**src/rtl/alu_frame_pkg.sv**
```systemverilog
// alu_frame_pkg: shared types, constants and helpers for the ALU frame receiver
package alu_frame_pkg;
  typedef enum logic [1:0] {IDLE, PROG, RUN} rx_state_t;
  localparam int BP_SLACK = 2;
  localparam int FRAMES_W = 16;
  localparam int LEN_W = 5;
  function automatic logic [5:0] len_words(input logic [LEN_W-1:0] l);
    return l == '0 ? 6'd32 : {1'b0, l};
  endfunction
endpackage

```
**src/rtl/alu_frame_fifo.sv**
```systemverilog
// alu_frame_fifo: synchronous show-ahead FIFO with full/empty/count
module alu_frame_fifo #(
  parameter int DEPTH = 8,
  parameter int W = 33
) (
  input  logic                     clk,
  input  logic                     rst,
  input  logic                     wr,
  input  logic                     rd,
  input  logic [W-1:0]             din,
  output logic [W-1:0]             dout,
  output logic                     full,
  output logic                     empty,
  output logic [$clog2(DEPTH):0]   count
);
  localparam int AW = $clog2(DEPTH);
  localparam int CW = AW + 1;
  logic [W-1:0] mem [DEPTH];
  logic [AW-1:0] wp, rp;
  always_ff @(posedge clk)
    if (wr) mem[wp] <= din;
  always_ff @(posedge clk) begin
    if (rst) begin
      wp <= '0;
      rp <= '0;
      count <= '0;
    end else begin
      if (wr) wp <= wp + AW'(1);
      if (rd) rp <= rp + AW'(1);
      count <= count + CW'(wr) - CW'(rd);
    end
  end
  assign full = count == CW'(DEPTH);
  assign empty = count == '0;
  assign dout = empty ? '0 : mem[rp];
endmodule

```
**src/rtl/alu_frame_rx.sv**
```systemverilog
// alu_frame_rx: programs ALU frame length, buffers ALU words and re-emits them as a tagged stream
module alu_frame_rx
  import alu_frame_pkg::*;
#(
  parameter int DEPTH = 8,
  parameter int DW = 32,
  parameter int LW = 5
) (
  input  logic                clk,
  input  logic                rst,
  input  logic [LW-1:0]       cfg_len,
  input  logic                cfg_len_val,
  output logic [LW-1:0]       frame_len,
  output logic                frame_len_val,
  input  logic                frame,
  input  logic [DW-1:0]       frame_data,
  output logic                frame_bp,
  output logic                out_val,
  output logic [DW-1:0]       out_data,
  output logic                out_last,
  input  logic                out_rdy,
  output logic                busy,
  output logic [FRAMES_W-1:0] frames_done,
  output logic                ovf_err,
  output logic                idle_err
);
  localparam int CW = $clog2(DEPTH) + 1;
  rx_state_t st, st_n;
  logic [LW-1:0] cur_len, pend_len, req_len, len_m1, cnt;
  logic pend_v, req, rd, acc, last, full, empty;
  logic [CW-1:0] occ, occ_n;
  logic [DW:0] dout;
  alu_frame_fifo #(.DEPTH(DEPTH), .W(DW + 1)) u_fifo (
    .clk(clk),
    .rst(rst),
    .wr(acc),
    .rd(rd),
    .din({last, frame_data}),
    .dout(dout),
    .full(full),
    .empty(empty),
    .count(occ)
  );
  assign out_val = ~empty;
  assign out_last = dout[DW];
  assign out_data = dout[DW-1:0];
  assign busy = (cnt != '0) | pend_v;
  assign len_m1 = cur_len - LW'(1);
  always_comb begin
    rd = out_val & out_rdy;
    acc = frame & (st != IDLE) & (~full | rd);
    last = cnt == len_m1;
    req = cfg_len_val | pend_v;
    req_len = cfg_len_val ? cfg_len : pend_len;
    occ_n = occ + CW'(acc) - CW'(rd);
    st_n = st == IDLE ? (cfg_len_val ? PROG : IDLE) :
           st == PROG ? RUN :
           (req & (cnt == '0)) ? PROG : RUN;
  end
  always_ff @(posedge clk) begin
    if (rst) begin
      st <= IDLE;
      frame_len <= '0;
      frame_len_val <= 1'b0;
      frame_bp <= 1'b1;
      cur_len <= '0;
      pend_len <= '0;
      pend_v <= 1'b0;
      cnt <= '0;
      frames_done <= '0;
      ovf_err <= 1'b0;
      idle_err <= 1'b0;
    end else begin
      st <= st_n;
      frame_len_val <= st_n == PROG;
      frame_bp <= (st_n == IDLE) | (occ_n >= CW'(DEPTH - BP_SLACK));
      if (st_n == PROG) frame_len <= req_len;
      if (st == PROG) cur_len <= frame_len;
      if (st_n == PROG) pend_v <= 1'b0;
      else if (cfg_len_val & (st != IDLE)) begin
        pend_v <= 1'b1;
        pend_len <= cfg_len;
      end
      if (acc) begin
        cnt <= last ? '0 : cnt + LW'(1);
        if (last) frames_done <= frames_done + FRAMES_W'(1);
      end
      idle_err <= idle_err | (frame & (st == IDLE));
      ovf_err <= ovf_err | (frame & (st != IDLE) & full & ~rd);
    end
  end
endmodule

```
**config.mk**
```make
export PLATFORM = sky130hd
export DESIGN_NAME = alu_frame_rx
export DESIGN_NICKNAME = d
export VERILOG_FILES = /design/src/rtl/alu_frame_pkg.sv /design/src/rtl/alu_frame_fifo.sv /design/src/rtl/alu_frame_rx.sv
export SDC_FILE = /design/constraint.sdc
export NUM_CORES = 1
export LEC_CHECK = 0
export ABC_AREA = 0
export CORE_MARGIN = 8
export CORE_UTILIZATION = 63
export CTS_CLUSTER_DIAMETER = 150
export CTS_CLUSTER_SIZE = 40
export DETAILED_ROUTE_END_ITERATION = 12
export DONT_BUFFER_PORTS = 1
export PLACE_DENSITY = 0.89
export SETUP_SLACK_MARGIN = 0.02
export SYNTH_ARGS = -nofsm -noshare
export SYNTH_HDL_FRONTEND = slang
export SYNTH_SLANG_ARGS = --single-unit
```
**constraint.sdc**
```tcl
create_clock -name clk -period 7.7 [get_ports clk]
set_input_delay 1.155 -clock clk [delete_from_list [all_inputs] [get_ports clk]]
set_output_delay 1.155 -clock clk [all_outputs]
set_load 0.01 [all_outputs]
```
Yosys cells after proc, flatten, opt, wreduce, memory -nomap -nowiden
Memories as Yosys holds them, arrays and structs flattened. A register that Yosys moved wholly into a read port is not among the register bits.
Index checks and enable logic that the tools add are counted.
- register bits: 53
- memory bits (writable): 264
- bits of input ports: 42
- output and inout port bits: 60
- word-level logic and storage cells: 65
- memories kept: 1
- memory list (name ; words ; width ; rd ports ; clocked after Yosys merged registers in ; write ports ; RTL line ; source):
    u_fifo.mem ; 8 ; 33 ; 1 ; 1 ; 1 ; alu_frame_fifo.sv:18 ; logic [W-1:0] mem [DEPTH];
- add/subtract/negate cells: 7
- magnitude comparators: 1
- eq/ne operators: 4
- multiplexer cells: 11
- bitwise gates (word level): 18
- reductions and logical operators: 9
- operators with widths (cell ; number):
    $mux 33 ; 1
    $add 16x1->16 const B ; 1
    $mux 5 ; 2
    $and 1x1->1 ; 8
    $add 3x1->3 const B ; 2
    $mux 2 ; 3
    $mux 3 ; 2
    $or 1x1->1 ; 6
    $add 5x1->5 const B ; 1
    $eq 5x5->1 ; 1
    $logic_not 5->1 ; 1
    $reduce_bool 5->1 ; 1
    $sub 5x1->5 const B ; 1
    $add 4x1->4 ; 1
    $eq 2x1->1 const B ; 2
    $eq 4x4->1 const B ; 1
    $ge 4x3->1 const B ; 1
    $logic_not 2->1 ; 2
    $logic_not 4->1 ; 1
    $not 1->1 ; 4
    $reduce_and 2->1 ; 2
    $sub 4x1->4 ; 1
    $mux 1 ; 3
    $reduce_bool 2->1 ; 1
    $reduce_or 2->1 ; 1

Depth between registers and ports, before layout
Gate-level depths: netlist (run 1).
- word-level depth: 9
- gate-level depth with buffers: 14
- mapped depth without buffers: 12

Cells and area by module
Synthesis (run 1) repeated with hierarchy kept, for this count alone.
- cells, all modules: 703
- area, all modules: 12728.5 µm²
- by module, submodules not included (module ; instances ; cells each ; area an instance (µm²) ; sequential area each (µm²)):
    alu_frame_fifo ; 1 ; 455 ; 10503.8 ; 8187.9
    alu_frame_rx ; 1 ; 248 ; 2224.6 ; 860.8

Worst setup path before layout (run 1)
No wires, ideal clock.
- kind: input to register
- from: input port out_rdy
- to: memory u_fifo.mem[2][0], enable pin
- library setup time: 0.518 ns
- data arrival time: 5.321 ns
- required time: 7.182 ns
- path slack: 1.862 ns
- stages on the path: 5
- buffers on the path: 2
- cells stage by stage: nand2b_1 a31o_2 clkbuf_1 clkbuf_1 nor4b_1
- longest elaborated chain between the ends: 5
- ends and longest elaborated chain (element ; RTL line ; source):
    from (decl) ; alu_frame_rx.sv:21 ; input logic out_rdy,
    $and 1x1->1 ; alu_frame_rx.sv:50 ; rd = out_val & out_rdy;
    $or 1x1->1 ; alu_frame_rx.sv:51 ; acc = frame & (st != IDLE) & (~full | rd);
    $and 1x1->1 ; alu_frame_rx.sv:51 ;
    $mux 1 ; alu_frame_fifo.sv:21 ; if (wr) mem[wp] <= din;
    $mux 1 (not written as such) ; alu_frame_fifo.sv:21 ;
    to (decl) ; alu_frame_fifo.sv:18 ;
No other way between the ends.

==> out/metrics.cfg, run 1 <==
[finish]
n_antenna_cell=0
layout-drive-gt1-share=0.152
area_growth_pct=4.91
finalNonFillerCells=980
fillers=1310
fin_nets=764

[cts]
cts.reportedPaths.clkPinSlew_ps=130
cts-root-buf=clkbuf_16
postCtsSetupBuffers=0
cts_sinks=320
ctsHtreeMaxLevel=1
holdBufCountCts=0
cts_made_buffers=11
clk_latency_ps=490
clock_tree.buffer_depth=3
ctsResizeCount=0
tritoncts=yes

[global_route]
gr-total-overflow=0
grt_pass1_vias=6513
grt_first_pass_wirelength_microns=37200
antenna_found_initial=0
track_usage=0.198
grt_max_degree=67

[pwr]
combPwrFrac=0.216
p_sw_uw=955
swShare=0.273
power_frac_seq=0.580
pwr-share-clk=0.204
ir_drop_mv=0.148
powerDensity_nw_per_um2=264
internal-power_uw=2540
p_leak_uw=0.00404

[yosys]
synth_top_family_by_area=multiplexers
synth-seq-cells=320
yosysSeqAreaShare=0.716
synthTopCellsByArea=edfxtp_1, mux4_2, dfxtp_1
netlist_area_sq_um=12600
ys_types=43
synthFlopType=edfxtp_1
postSynthCellCount=725
syn_nets=780
synth_edf_count=264
synth_most_common_cell=edfxtp_1
async_flop_share=0
synth_commonest_cells=edfxtp_1, nor2_1, mux4_2
yosysWarnings=0
yosys.area_share.simple=0.0586
synthXorXnorAreaFrac=0.0104
synth_mux_area_frac=0.156
yosysTopAreaCell=edfxtp_1
synth_compound_area_frac=0.0266
synth_top_area_frac=0.627
syn_avg_cell_area_sq_um=17.4
synth-adder-area-share=0.0135

[critical_path]
arrival_ps=3030
reg2reg_slack_ps=4200
crit_family=multiplexers
path_max_fanout=40
critPathSlowestCell=dfxtp_4
path_class=flop to output pin
critPathRequiredTime_ps=6550
worstPathCellList=buf_4 -> mux4_2 -> mux2i_1 -> nor2_1
startpoint_type=flop
path_buf_inv=1
setup.worst_path.end_class=output pin
critPathMaxStageDelay_ps=730

[job]
cap_viol_max_count=0

[timing]
rsz0062_at_grt=false
setup_tns_ps=0
max_freq_mhz=239
slew_headroom=0.213
slew_viol_final=0
fin_crit_sh=0.543
tightest_slew_ps=1180
finClkSkew_ps=22.0
setup_viol=0
finalCriticalPeriod_ps=4180
hold_viol_final=0

[die]
die_y_microns=158
die-area_sq_um=24800
core_sq_um=20000
row_count=52
die_x_microns=158
start_util=0.633
ios=102

[drt]
drc=0
vias=6321
drt_wl_total_microns=24300
via_per_inst=6.45
wl_per_cell_microns=24.8
ant_nets=0
dr.pass1.iters=5
drtIter0Drc=594

[placement]
dp_hpwl_microns=15100
gp_congestion=0.802
numPortBuffers=0
dp_cells=966

[status]
status=finished, final reports clean

[hold_path]
hp-class=flop to flop

==> final cells by class <==
type / instances / area [sq um] / share of cell area
sequential: 320 / 9060 / 0.683
clock buffer: 14 / 287 / 0.0216
inverter: 18 / 67.6 / 0.00510
multi-input combinational: 344 / 3400 / 0.257
timing repair buffer: 14 / 105 / 0.00793
tap: 270 / 338 / 0.0255
==> sequential cells by signal, indices dropped and copies added, names as in the netlist, 2 cells and up, named ones only <==
register      cells
cnt               5
u_fifo.rp         3
u_fifo.count      4
frames_done      16
frame_len         5
pend_len          5
cur_len           5
u_fifo.wp         3
u_fifo.mem      264
st                2
==> worst paths after layout <==
check | end | cells past startpoint | from
worst min register to register | pend_len[3]$_SDFFE_PP0P_ | 2 | pend_len[3]$_SDFFE_PP0P_
worst max register to register | u_fifo.mem[6][17]$_DFFE_PP_ | 8 | u_fifo.count[2]$_SDFF_PP0_
worst min-delay path | pend_len[3]$_SDFFE_PP0P_ | 2 | pend_len[3]$_SDFFE_PP0P_
worst max-delay path | out_data[0] | 4 | flop
==> tightest hold or removal path: cells and delay by family, from the launching register on <==
family           cells  cell delay (ps)
DFF                  1              360
muxes                1               70
and+or+nand+nor      1               70
==> cell families after synthesis <==
family / Yosys count
AND/OR/NAND/NOR: 151
flip-flops: 320
adder cells (fa/ha/maj): 13
buffers and inverters: 61
XOR/XNOR: 15
multiplexers: 114
AO/OA/AOI/OAI: 51
==> stage by stage <==
step | util | instance area [sq um] | setup slack, ps | total power [uW] | hold slack, ps
after floorplan | - | 12600 | 1860 | 2670 | 460
after global placement | 0.649 | 13000 | 3790 | 2790 | 474
after detailed placement | 0.649 | 13000 | 3720 | 2830 | 486
after CTS | 0.664 | 13300 | 3460 | 3530 | 522
after global routing | 0.664 | 13300 | 3260 | 3640 | 564
final | 0.664 | 13300 | 3520 | 3500 | 520
==> cell usage in the layout, fill, tap and decap left out, drive strengths merged, types with 2 or more instances in the layout <==
cell | netlist | final
and3 | 3 | 3
o21ai | 5 | 5
xnor2 | 8 | 8
nor3b | 2 | 2
edfxtp | 264 | 264
nand2b | 4 | 4
o31ai | 12 | 12
and4 | 2 | 2
a21oi | 21 | 21
nor4 | 2 | 2
nand3 | 12 | 12
or3 | 3 | 3
nor2 | 72 | 72
dfxtp | 56 | 56
a31oi | 2 | 2
o2bb2ai | 5 | 5
nor4b | 3 | 3
mux4 | 66 | 66
nand2 | 13 | 13
xor2 | 7 | 7
and2 | 3 | 3
nand4 | 4 | 4
mux2i | 47 | 47
clkbuf | 27 | 14
buf | 16 | 14
nor2b | 3 | 3
nor3 | 10 | 10
or4 | 12 | 12
ha | 12 | 12
inv | 18 | 18
==> metal layers <==
layer,vias to the layer above,track usage,part of all wire
met2,236,0.348,0.53
met1,3278,0.239,0.37
li1,2773,-,-
met4,0,0.0544,0.024
met3,34,0.0491,0.075
met5,-,0,0
==> power groups by stage <==
stage                     sequential (uW)  combinational, uW  clock [uW]
final                                2030                755         715
after global routing                 2040                820         783
after CTS                            2030                768         730
after detailed placement             2070                762           0
after global placement               2060                731           0
after floorplan                      1990                682           0
Power figures use the tool's default switching activity.
==> run 2, diff against run 1 <==
--- a/config.mk
+++ b/config.mk
@@ -7,12 +7,12 @@
 export LEC_CHECK = 0
 export ABC_AREA = 0
 export CORE_MARGIN = 8
-export CORE_UTILIZATION = 63
+export CORE_UTILIZATION = 57
 export CTS_CLUSTER_DIAMETER = 150
 export CTS_CLUSTER_SIZE = 40
 export DETAILED_ROUTE_END_ITERATION = 12
 export DONT_BUFFER_PORTS = 1
-export PLACE_DENSITY = 0.89
+export PLACE_DENSITY = 0.85
 export SETUP_SLACK_MARGIN = 0.02
 export SYNTH_ARGS = -nofsm -noshare
 export SYNTH_HDL_FRONTEND = slang
==> constraint.sdc (replaced) <==
create_clock -name clk -period 3.46 [get_ports clk]
set_input_delay 0.519 -clock clk [delete_from_list [all_inputs] [get_ports clk]]
set_output_delay 0.519 -clock clk [all_outputs]
set_load 0.01 [all_outputs]
==> run 2 against run 1 <==
Combinational power is 140% higher; largest power group unchanged; largest cell class unchanged; sequential power is 120% higher; power is 130% higher; highest routed layer unchanged.
==> out/metrics.cfg, run 2 (synthesized netlist as in run 1, its figures left out) <==
[pwr]
ir_drop_mv=0.324
finalPower_uw=7880
powerDensity_nw_per_um2=589
p_leak_uw=0.00407

[timing]
setup_tns_ps=0
max_freq_mhz=340
hold_viol_final=0
hold_slack_ps=69.7
fin_crit_sh=0.850
slew_headroom=0.215
finalCriticalPeriod_ps=2940
finClkSkew_ps=20.3
setup_viol=0
slew_viol_final=0
tightest_slew_ps=1180
rsz0062_at_grt=false
finalWorstSetupSlack_ps=520

[finish]
final_common_cell=edfxtp_1
area_growth_pct=5.94
layout_common_cells=edfxtp_1, nor2_1, mux4_2, dfxtp_1, mux2i_1
regMostFlops=u_fifo.mem
fin_nets=768
layout-drive-gt1-share=0.157
n_antenna_cell=0
largest_reg_flops=264
final_core_util=0.614
reg_top3=u_fifo.mem (264), frames_done (16)

[placement]
dp_hpwl_microns=15500
pre_cts_ws_ps=250
gp_congestion=0.791
numPortBuffers=0

[global_route]
gr-total-overflow=0
grt_max_degree=53
grt_pass1_vias=6575
antenna_found_initial=0
track_usage=0.181
grt_first_pass_wirelength_microns=37700

[drt]
drc=0
drt_wl_total_microns=24500
via_per_inst=6.35
drtIter0Drc=552
dr.pass1.iters=8
wl_per_cell_microns=24.6
ant_nets=0
vias=6307

[cts]
clock_tree.buffer_depth=3
clk_latency_ps=500
cts-root-buf=clkbuf_16
holdBufCountCts=0
tritoncts=yes
cts_made_buffers=11
postCtsSetupBuffers=0
ctsHtreeMaxLevel=1
cts_sinks=320
cts.reportedPaths.clkPinSlew_ps=140

[die]
die-area_sq_um=27200
row_count=54
core_sq_um=21800
die_x_microns=165
start_util=0.579
ios=102
die_y_microns=165

[critical_path]
critPathSlowestCell=and2_4
critPathRequiredTime_ps=3850
startpoint_type=flop
setup.worst_path.end_class=flop
arrival_ps=3330
path_max_fanout=34
worstPathCellList=inv_1 -> ha_1 -> and2_4 -> inv_1 -> and2_1 -> ha_1 -> inv_1 -> ha_1 -> a21o_1 -> a21oi_1 -> xnor2_1 -> o211ai_1
path_class=flop to flop
critPathMaxStageDelay_ps=450
r2r_cells=12

[hold_path]
hp-class=input port to flop
min_path_cells=1

[job]
cap_viol_max_count=0

[status]
status=finished, final reports clean

run 2: cell types whose count changed in the layout (fill, tap and decap cells not counted), sizes merged:
cell | before | now
buf | 14 | 18
run 2: power by group:
part | internal [uW] | switching, uW | leakage (uW)
Clock | 596 | 1010 | 0.000139
Sequential | 4290 | 148 | 0.00282
Combinational | 822 | 1020 | 0.00110
Total | 5710 | 2170 | 0.00407
run 2: cell type report:
cell class	instances	area, sq um
Multi-Input combinational cell	344	3460
Tap cell	280	350
Clock buffer	14	287
Sequential cell	320	9050
Inverter	18	67.6
Timing Repair Buffer	18	173
Fill cell	1500	8430
run 2: path summary, 6_finish.rpt:
| kind | end | from | slack [ps] |
|---|---|---|---|
| worst max-delay path | frame_bp$_SDFF_PP1_ | u_fifo.count[2]$_SDFF_PP0_ | 520 |
| worst min-delay path | cur_len[3]$_SDFFE_PP0P_ | rst | 70 |
| worst max register to register | frame_bp$_SDFF_PP1_ | u_fifo.count[2]$_SDFF_PP0_ | 520 |
| worst min register to register | flop | u_fifo.rp[2]$_SDFFE_PP0P_ | 530 |
run 2: per-stage QoR:
step / instance area (sq um) / std cells
after floorplan: 12700 / 725
after global placement: 13100 / 980
after detailed placement: 13100 / 980
after CTS: 13400 / 994
after global routing: 13400 / 994
final: 13400 / 994
run 2: worst max-delay path, delay by kind of cell, from the launching register on:
kind / cells / cell delay, ps
AO/OA/AOI/OAI: 3 / 520
flip-flops: 1 / 320
XOR/XNOR: 1 / 190
adder cells (fa/ha/maj): 3 / 690
AND/OR/NAND/NOR: 2 / 720
buffers and inverters: 3 / 380
run 2: timing repair:
action,in CTS,in global routing
endpoints found under the setup margin,0,1
resized for setup,0,1
endpoints found under the hold margin,0,0
run 2: per-layer routing:
layer / track usage / share of wire / vias up
li1: - / - / 2800
met1: 0.222 / 0.39 / 3256
met2: 0.324 / 0.53 / 227
met3: 0.0411 / 0.075 / 24
met4: 0.0348 / 0.014 / 0
met5: 0 / 0 / -
==> patch, RTL diff (config.mk and constraints of run 2) <==
Re-encode `rx_state_t` (3 states) as one-hot, 3 bits wide.
--- a/src/rtl/alu_frame_pkg.sv
+++ b/src/rtl/alu_frame_pkg.sv
@@ -1,6 +1,6 @@
 // alu_frame_pkg: shared types, constants and helpers for the ALU frame receiver
 package alu_frame_pkg;
-  typedef enum logic [1:0] {IDLE, PROG, RUN} rx_state_t;
+  typedef enum logic [2:0] {IDLE = 3'b001, PROG = 3'b010, RUN = 3'b100} rx_state_t;
   localparam int BP_SLACK = 2;
   localparam int FRAMES_W = 16;
   localparam int LEN_W = 5;
Check against the original RTL: same outputs for any inputs over 4 cycles, from zero or initial values and one cycle with rst high; so few cycles prove little.
==> patch against run 2 <==
  * Area after synthesis is 0.29% higher
  * Sequential power is 2% higher
  * Power is 5.2% higher
  * Critical path type unchanged
  * Cell area is 0.84% higher
  * Critical endpoint unchanged
  * Sequential cell count is 1 higher
  * Routed wire length is 2.6% lower
  * Worst setup slack better by 39 ps
==> patch: results <==
metrics = {
    "placed_design": {
        "io_buffer_count": 0,
        "placed_cell_area_sq_um": 13100,
        "globalplace.congestion": 0.778,
        "dpl.hpwl_mm": 14.5,
    },
    "cts": {
        "cts.clk_slew.worst_paths_ps": 130,
        "cts_resized": 0,
        "cts_made_buffers": 12,
        "clock_path_buffers": 3,
        "cts-root-buf": "clkbuf_16",
        "post_cts_buffers": 0,
        "h-tree-depth": 1,
        "clk_latency_ps": 500,
    },
    "global_routing": {
        "grt_max_degree": 54,
        "grt_usage": 0.176,
        "antenna_found_initial": 0,
        "grt_pass1_wl_mm": 36.8,
        "grt_pass1_vias": 6621,
    },
    "sta": {
        "tightest_slew_ps": 1150,
        "fin_skew_ps": 56.5,
    },
    "setup_path": {
        "arrival_ps": 3290,
        "crit_type": "flip-flop to flip-flop",
        "worstReg2RegStart": "u_fifo.count[2]$_SDFF_PP0_",
        "cp_max_fo": 3,
    },
    "power_and_ir_drop": {
        "p_int_mw": 5.97,
        "p_leak_nw": 4.16,
        "ir_drop_v": 0.000657,
        "p_comb_frac": 0.239,
    },
    "synthesis": {
        "synth-edff-count": 264,
        "ys_top_cells_by_area": "edfxtp_1, mux4_2, dfxtp_1",
        "synth_top_area_frac": 0.625,
        "synth-main-ff-cell": "edfxtp_1",
        "yosys.cell_types.count": 44,
        "synth_warnings": 0,
        "syn_nets": 779,
        "ys_seq_area_frac": 0.715,
        "async_reset_ff_frac": 0,
        "netlist_top_cells_count": "edfxtp_1, nor2_1, mux4_2",
    },
    "drt": {
        "wirelength_mm": 23.9,
        "drt_iter0_drc": 399,
        "drt-vias-per-instance": 6.24,
        "drt-pass1-iter-count": 4,
    },
    "finish": {
        "nets": 771,
        "drive_gt1_frac": 0.169,
        "reg_top3": "u_fifo.mem x264, frames_done x16",
        "top_register": "u_fifo.mem",
        "diodes": 0,
    },
    "status": {
        "status": "completed",
    },
    "floorplanning": {
        "core-area_sq_um": 21800,
    },
    "min_path": {
        "hp-start": "rst",
        "worstHoldPathType": "primary input to flip-flop",
    },
}
-- patch: cell types whose count changed after synthesis, sizes merged, moves of 3 or more --
cell,delta
nor2b,+3
a21oi,+3
inv,-3
mux2i,-5
o2bb2ai,-5
nor2,-4
a22o,+5
mux2,+5
-- patch: worst paths after layout --
| kind | endpoint | slack (ps) | cells past startpoint |
|---|---|---|---|
| setup / recovery | frame_bp$_SDFF_PP1_ | 560 | 12 |
| setup reg to reg | frame_bp$_SDFF_PP1_ | 560 | 12 |
| hold reg to reg | pend_len[2]$_SDFFE_PP0P_ | 520 | 2 |
| hold / removal | cur_len[3]$_SDFFE_PP0P_ | 80 | 1 |
-- patch: kinds of logic (layout without fill, tap and decap cells) --
family                   after synthesis  in the layout  synth area share
multiplexers                         114            114             0.156
AND/OR/NAND/NOR                      155            155            0.0614
adder cells (fa/ha/maj)               13             13            0.0134
buffers and inverters                 56             50            0.0178
AO/OA/AOI/OAI                         50             50            0.0258
XOR/XNOR                              15             15            0.0104
flip-flops                           321            321             0.715
-- patch: layout make-up --
class                      instances  area (sq um)
inverter                          15          56.3
clock inverter                     1          30.0
tap                              280           350
fill                            1468          8320
sequential                       321          9070
multi-input combinational        347          3490
timing repair buffer              19           168
clock buffer                      15           333
-- patch: power groups by stage --
stage | registers [mW] | logic (mW) | clock network, mW
floorplan | 4.54 | 1.62 | 0
global placement | 4.60 | 1.94 | 0
detailed placement | 4.62 | 2.01 | 0
CTS | 4.53 | 2.02 | 1.81
global route | 4.55 | 2.16 | 1.92
finish | 4.53 | 1.98 | 1.78
-- patch: layer usage --
metal / part of all wire / up-vias / track usage
met2: 0.51 / 234 / 0.315
met5: 0 / - / 0
met1: 0.39 / 3182 / 0.216
met3: 0.089 / 20 / 0.0414
li1: - / 2793 / -
met4: 0.014 / 0 / 0.0332
-- patch: critical path, stage by stage, from the launching register on --
cell	delay (ps)
dfxtp_1	320
inv_1	120
ha_1	190
and2_2	150
inv_1	120
and2_1	240
ha_1	300
inv_1	50
ha_1	210
fa_1	390
xnor2_1	210
nor2b_1	70
or3b_2	430
-- patch: through the flow --
stage	power, mW	worst slack (ps)	utilization	hold slack, ps	std cells
6_report	8.29	559	0.619	75.6	998
5_1_grt	8.63	410	0.619	53.6	998
4_1_cts	8.36	587	0.619	62.3	998
3_5_place_dp	6.63	636	0.602	485	982
3_3_place_gp	6.54	775	0.602	476	982
2_1_floorplan	6.16	-132	-	459	724
